<file path="src/rtl/motor_pkg.sv">
// Shared motor command encodings, arbiter mode codes and FSM state type.
// Used by motor_cmd_arbiter and motor_controller.
package motor_pkg;

  localparam logic [2:0] MOTOR_STOP  = 3'd0;
  localparam logic [2:0] MOTOR_FWD   = 3'd1;
  localparam logic [2:0] MOTOR_BACK  = 3'd2;
  localparam logic [2:0] MOTOR_LEFT  = 3'd3;
  localparam logic [2:0] MOTOR_RIGHT = 3'd4;

  typedef enum logic [1:0] {
    MODE_IDLE = 2'd0,
    MODE_MAN  = 2'd1,
    MODE_AUTO = 2'd2,
    MODE_HOLD = 2'd3
  } arb_mode_e;

  typedef enum logic [2:0] {
    S_IDLE = 3'd0,
    S_MAN  = 3'd1,
    S_AUTO = 3'd2,
    S_DEAD = 3'd3,
    S_HOLD = 3'd4
  } arb_state_e;

  // Unassigned codes 5..7 are never allowed to reach the motors.
  function automatic logic [2:0] motor_sanitize(input logic [2:0] cmd);
    case (cmd)
      MOTOR_STOP, MOTOR_FWD, MOTOR_BACK, MOTOR_LEFT, MOTOR_RIGHT: motor_sanitize = cmd;
      default: motor_sanitize = MOTOR_STOP;
    endcase
  endfunction

endpackage

</file>
<file path="src/rtl/arb_timer.sv">
// Saturating up-counter with synchronous clear and count enable; o_tc flags
// the cycle in which the count steps onto TERM (TERM must be >= 1).
module arb_timer #(
  parameter int unsigned TERM = 10
) (
  input  logic clk,
  input  logic rst,
  input  logic i_clear,
  input  logic i_en,
  output logic o_tc
);

  localparam int unsigned W = $clog2(TERM + 1);
  localparam logic [W-1:0] LAST = W'(TERM - 1);
  localparam logic [W-1:0] FULL = W'(TERM);

  logic [W-1:0] r_count;
  logic         w_done;

  assign w_done = (r_count == FULL);

  // NOTE: sequential state uses non-blocking assignments so every register samples pre-edge values.
  always_ff @(posedge clk) begin
    if (!rst) begin
      r_count <= '0;
    end else if (i_clear) begin
      r_count <= '0;
    end else if (i_en && !w_done) begin
      r_count <= r_count + W'(1);
    end
  end

  assign o_tc = i_en && !i_clear && (r_count == LAST);

endmodule

</file>
<file path="src/rtl/motor_cmd_arbiter.sv">
// Arbitrates manual and auto motor commands with obstacle hold, manual watchdog
// and, when MOTOR_ARB_DEADTIME_EN is defined, direction-reversal dead-time.
module motor_cmd_arbiter
  import motor_pkg::*;
#(
  parameter int unsigned MAN_TIMEOUT_CYC = 50_000_000,
  parameter int unsigned DEADTIME_CYC    = 1_000_000,
  parameter int unsigned OBS_RELEASE_CYC = 20_000_000
) (
  input  logic       clk,
  input  logic       rst,
  input  logic       man_valid,
  input  logic [2:0] man_motor_state,
  input  logic       auto_en,
  input  logic [2:0] auto_motor_state,
  input  logic       obstacle_stop,
  output logic [2:0] motor_state,
  output logic [1:0] active_mode,
  output logic       deadtime_busy,
  output logic       fault_timeout
);

  arb_state_e r_state;
  arb_state_e w_next_state;
  arb_state_e w_target;
  arb_mode_e  r_mode;
  arb_mode_e  w_next_mode;

  logic [2:0] r_motor_state;
  logic [2:0] r_man_cmd;
  logic [2:0] w_next_motor;
  logic [2:0] w_man_eff;
  logic [2:0] w_auto_cmd;
  logic [2:0] w_sel;
  logic       r_fault;
  logic       w_accept_man;
  logic       w_wd_tc;
  logic       w_dead_start;
  logic       w_dead_tc;
  logic       w_rel_tc;

  arb_timer #(.TERM(MAN_TIMEOUT_CYC)) u_watchdog (
    .clk     (clk),
    .rst     (rst),
    .i_clear (w_accept_man),
    .i_en    ((r_state == S_MAN) && !obstacle_stop),
    .o_tc    (w_wd_tc)
  );

  arb_timer #(.TERM(DEADTIME_CYC)) u_deadtime (
    .clk     (clk),
    .rst     (rst),
    .i_clear (w_dead_start),
    .i_en    ((r_state == S_DEAD) && !obstacle_stop),
    .o_tc    (w_dead_tc)
  );

  arb_timer #(.TERM(OBS_RELEASE_CYC)) u_release (
    .clk     (clk),
    .rst     (rst),
    .i_clear (obstacle_stop),
    .i_en    (r_state == S_HOLD),
    .o_tc    (w_rel_tc)
  );

  // A fresh manual command bypasses the latch so it reaches the output in one cycle.
  assign w_accept_man = man_valid && (r_state != S_HOLD) && !obstacle_stop;
  assign w_man_eff    = w_accept_man ? motor_sanitize(man_motor_state) :
                        (w_wd_tc ? MOTOR_STOP : r_man_cmd);
  assign w_auto_cmd   = motor_sanitize(auto_motor_state);
  assign w_sel        = auto_en ? w_auto_cmd : w_man_eff;
  assign w_target     = auto_en ? S_AUTO : S_MAN;

  // NOTE: every signal driven here gets a default first, so no path can infer a latch.
  always_comb begin
    w_next_state = r_state;
    w_next_motor = r_motor_state;
    w_dead_start = 1'b0;
    if (obstacle_stop) begin
      w_next_state = S_HOLD;
      w_next_motor = MOTOR_STOP;
    end else begin
      case (r_state)
        S_HOLD: begin
          w_next_motor = MOTOR_STOP;
          if (w_rel_tc) w_next_state = S_IDLE;
        end
        S_IDLE: begin
          w_next_motor = MOTOR_STOP;
          w_next_state = w_target;
        end
        S_DEAD: begin
          w_next_motor = MOTOR_STOP;
          if (w_dead_tc) begin
            w_next_state = w_target;
            w_next_motor = w_sel;
          end
        end
        S_MAN, S_AUTO: begin
          w_next_state = w_target;
          w_next_motor = w_sel;
`ifdef MOTOR_ARB_DEADTIME_EN
          if ((w_sel != r_motor_state) && (w_sel != MOTOR_STOP) &&
              (r_motor_state != MOTOR_STOP)) begin
            w_next_state = S_DEAD;
            w_next_motor = MOTOR_STOP;
            w_dead_start = 1'b1;
          end
`endif
        end
        default: begin
          w_next_state = S_IDLE;
          w_next_motor = MOTOR_STOP;
        end
      endcase
    end
  end

  // Dead-time reports the mode it will return to.
  always_comb begin
    w_next_mode = MODE_IDLE;
    case (w_next_state)
      S_MAN:   w_next_mode = MODE_MAN;
      S_AUTO:  w_next_mode = MODE_AUTO;
      S_HOLD:  w_next_mode = MODE_HOLD;
      S_DEAD:  w_next_mode = auto_en ? MODE_AUTO : MODE_MAN;
      default: w_next_mode = MODE_IDLE;
    endcase
  end

  always_ff @(posedge clk) begin
    if (!rst) begin
      r_state       <= S_IDLE;
      r_motor_state <= MOTOR_STOP;
      r_man_cmd     <= MOTOR_STOP;
      r_mode        <= MODE_IDLE;
      r_fault       <= 1'b0;
    end else begin
      r_state       <= w_next_state;
      r_motor_state <= w_next_motor;
      r_man_cmd     <= obstacle_stop ? MOTOR_STOP : w_man_eff;
      r_mode        <= w_next_mode;
      r_fault       <= w_wd_tc;
    end
  end

`ifdef MOTOR_ARB_DEADTIME_EN
  logic r_busy;

  always_ff @(posedge clk) begin
    if (!rst) begin
      r_busy <= 1'b0;
    end else begin
      r_busy <= (w_next_state == S_DEAD);
    end
  end

  assign deadtime_busy = r_busy;
`else
  assign deadtime_busy = 1'b0;
`endif

  assign motor_state   = r_motor_state;
  assign active_mode   = r_mode;
  assign fault_timeout = r_fault;

endmodule

</file>
<file path="config.mk">
export PLATFORM = sky130hd
export DESIGN_NAME = motor_cmd_arbiter
export DESIGN_NICKNAME = d
export VERILOG_FILES = /design/src/rtl/motor_pkg.sv /design/src/rtl/arb_timer.sv /design/src/rtl/motor_cmd_arbiter.sv
export SDC_FILE = /design/constraint.sdc
export NUM_CORES = 1
export LEC_CHECK = 0
export CELL_PAD_IN_SITES_DETAIL_PLACEMENT = 0
export CELL_PAD_IN_SITES_GLOBAL_PLACEMENT = 2
export CORE_MARGIN = 5
export CORE_UTILIZATION = 40
export DETAILED_ROUTE_END_ITERATION = 10
export GPL_ROUTABILITY_DRIVEN = 0
export GPL_TIMING_DRIVEN = 1
export PLACE_DENSITY_LB_ADDON = 0.1
export SLEW_MARGIN = 20
export SYNTH_ARGS = -nofsm -noshare
export SYNTH_HDL_FRONTEND = slang
export SYNTH_HIERARCHICAL = 1
export SYNTH_SLANG_ARGS = --single-unit
</file>
<file path="constraint.sdc">
create_clock -name clk -period 4.8 [get_ports clk]
set_input_delay 0.96 -clock clk [delete_from_list [all_inputs] [get_ports clk]]
set_output_delay 0.96 -clock clk [all_outputs]
set_load 0.02 [all_outputs]
</file>
==> reports/qor.yml <==
cts:
  ctsHoldBuffers: 0
  cts_made_buffers: 9
  clock_sinks: 83
  cts.clk_slew.worst_paths_ns: 0.08
  cts_setup_buffers: 0
  cts_tree: "done"
  cts-resized-gates: 0
  clockBufferDepth: 2
  insertion_delay_ns: 0.35
  clockRootBuffer: "clkbuf_8"
  htree_levels: 3
worst_hold_path:
  hp-class: "flip-flop to flip-flop"
route:
  vias: 3618
  vias_per_cell: 5.52
  drt.antenna.violating_nets: 0
  drt-initial-drc-count: 254
  wl_microns: 9700
  drc: 0
  wl_per_cell_microns: 14.8
  drtPass1Iterations: 4
synth:
  synth_warnings: 6
  synth-edff-count: 0
  ys_async_sr_fraction_pct: 0
  yosysUniqueCellTypes: 53
  synth_seq_area_share_pct: 38.7
  syn_avg_cell_area_sq_um: 8.54
  netlist_area_sq_mm: 0.00430
  ys.flop_type: "dfxtp_1"
  synth-seq-cells: 83
  syn_inst: 503
grt:
  grt_overflow: 0
  grt_max_degree: 23
  antenna_found_initial: 0
  grt_pass1_wl_microns: 16600
  grt_usage_pct: 15.8
  grt_pass1_vias: 3416
worst_setup_path:
  cp-end-kind: "flip-flop"
  cp.arrival_ns: 3.66
  critPathKind: "input port to flip-flop"
  cp.required_ns: 5.05
  cp_max_fo: 10
  start_kind: "input port"
timing:
  fmax_mhz: 293
  period_share_pct: 71.1
  drv_slew: 0
  max_slew_margin_pct: 42.5
  worst_pin_slew_ns: 0.862
  fin_crit_ns: 3.41
  fin_skew_ns: 0.00584
  setup_viol: 0
  rsz0062_at_grt: "false"
  fin_tns_setup_ns: 0
  whs_ns: 0.479
  worst_slack_ns: 1.39
  hold_viol: 0
layout:
  final_layout_size_suffix_gt1_share_pct: 5.77
  antenna-diode-count: 0
  areaGrowthSynthToFinish_pct: 10.0
  multi_input_area_sq_mm: 0.00245
  n_fill_cell: 1055
  fin_nets: 533
  regArea_sq_mm: 0.00166
floorplanning:
  die_w_microns: 114
  die_area_sq_mm: 0.0129
  rows: 37
  coreArea_sq_mm: 0.0104
  die_h_microns: 114
  io-pin-count: 18
  initial_core_util_pct: 41.2
power_and_ir_drop:
  p_clk_share_pct: 38.3
  ir_worst_vdd_mv: 0.148
  switching_power_mw: 0.285
  power_density_mw_per_mm2: 259
  comb_power_share_pct: 5.1
  p_seq_share_pct: 56.6
  switching_share_pct: 23.2
  p_int_mw: 0.941
  p_leak_nw: 1.61
flow_run:
  cap_violations: 0
outcome:
  outcome: "completed"
placed_design:
  dpl_worst_slack_ns: 0.989
  place.detailed.hpwl_microns: 6960
  placement.io_buffers: 16
-- logic make-up after synthesis --
family          share of synthesized area, %
buf+inv                                 4.54
compound gates                          13.1
fa+ha+maj                               1.75
xor+xnor                                5.50
simple gates                            34.0
mux                                     2.33
flops                                   38.7
other cells                           0.0873
-- layer usage --
| metal | routed length, microns | vias up | track usage [%] |
|---|---|---|---|
| met3 | 287 | 14 | 3.24 |
| met2 | 4370 | 36 | 24.3 |
| li1 | - | 1855 | - |
| met4 | 214 | 0 | 7.13 |
| met1 | 4830 | 1713 | 21.3 |
| met5 | 0 | - | 0 |
-- critical path: stages --
cell and delay (ns):
clkdlybuf4s50_1 0.40, buf_4 0.17, nor2_1 0.13, nand2_1 0.06
nor2_1 0.09, buf_4 0.17, and4_1 0.43, and3_1 0.20
nor4bb_1 0.53, nand2b_1 0.19, mux2i_1 0.08, o211a_1 0.23
-- cell usage after synthesis (3+ instances only) --
cell        n  share of area [%]
dfxtp_1    83                 39
nor2_1     51                4.5
nand2_1    39                3.4
a21oi_1    30                3.5
nand4_1    28                4.1
xor2_1     25                5.1
o21ai_0    22                2.6
inv_1      20                1.7
nand3_1    19                2.2
and3_1     16                2.3
nand2b_1   15                2.2
or3_1      15                2.2
o31ai_1    13                2.3
mux2i_1    10                2.3
and4_1      9                1.8
or4_1       9                1.6
nor2b_1     7                1.0
nor3_1      7               0.82
nor4_1      7                1.0
buf_2       6               0.70
clkbuf_1    6               0.52
ha_1        6                1.7
buf_4       5               0.87
o2111ai_1   5                1.0
o211ai_1    5               0.87
nand4_4     4                2.0
nor4b_1     4               0.82
nor4bb_1    3               0.70
o31a_1      3               0.61
-- area by class of cell --
class,instances,area share [%]
Multi-Input combinational cell,382,51.9
Clock inverter,2,0.212
Timing Repair Buffer,20,4.02
Tap cell,136,3.60
Sequential cell,83,35.2
Inverter,20,1.59
Clock buffer,13,3.57
-- state kept, by name, indices dropped and copies added (netlist names) --
name and count:
active_mode 2, fault_timeout 1, motor_state 3, r_man_cmd 3, r_state 3, u_deadtime/r_count 20, u_release/r_count 25, u_watchdog/r_count 26
-- power by group through the flow --
stage | clock, mW | combinational (mW) | sequential, mW
CTS | 0.497 | 0.0640 | 0.694
global route | 0.524 | 0.0698 | 0.695
detailed placement | 0 | 0.0638 | 0.711
floorplan | 0 | 0.0370 | 0.712
global placement | 0 | 0.0633 | 0.711
finish | 0.469 | 0.0627 | 0.694
-- cells in the final DEF, fill, tap and decap left out, types with 7 or more instances in the layout --
cell / synthesis / final
a21oi_1: 30 / 30
and3_1: 16 / 16
and4_1: 9 / 9
clkbuf_8: 0 / 12
clkdlybuf4s50_1: 0 / 16
dfxtp_1: 83 / 83
inv_1: 20 / 20
mux2i_1: 10 / 10
nand2_1: 39 / 39
nand2b_1: 15 / 15
nand3_1: 19 / 19
nand4_1: 28 / 28
nor2_1: 51 / 51
nor2b_1: 7 / 7
nor3_1: 7 / 7
nor4_1: 7 / 7
o21ai_0: 22 / 22
o31ai_1: 13 / 13
or3_1: 15 / 15
or4_1: 9 / 9
xor2_1: 25 / 25
-- metrics by stage --
step                cells  area (sq um)  power (mW)  util (%)
floorplan             506          4310       0.749         -
global placement      641          4550       0.774      43.7
detailed placement    641          4550       0.775      43.7
CTS                   656          4730        1.26      45.4
global route          656          4730        1.29      45.4
finish                656          4730        1.23      45.4
-- final timing paths --
kind | start | end | slack [ns] | depth (start not counted)
setup / recovery | obstacle_stop | motor_state[0] | 1.39 | 12
hold / removal | u_watchdog/r_count[21] | u_watchdog/r_count[21] | 0.48 | 2
setup reg to reg | r_state[2] | motor_state[0] | 2.22 | 10
hold reg to reg | u_watchdog/r_count[21] | u_watchdog/r_count[21] | 0.48 | 2
Note: power is estimated with default switching activity, not from simulation.
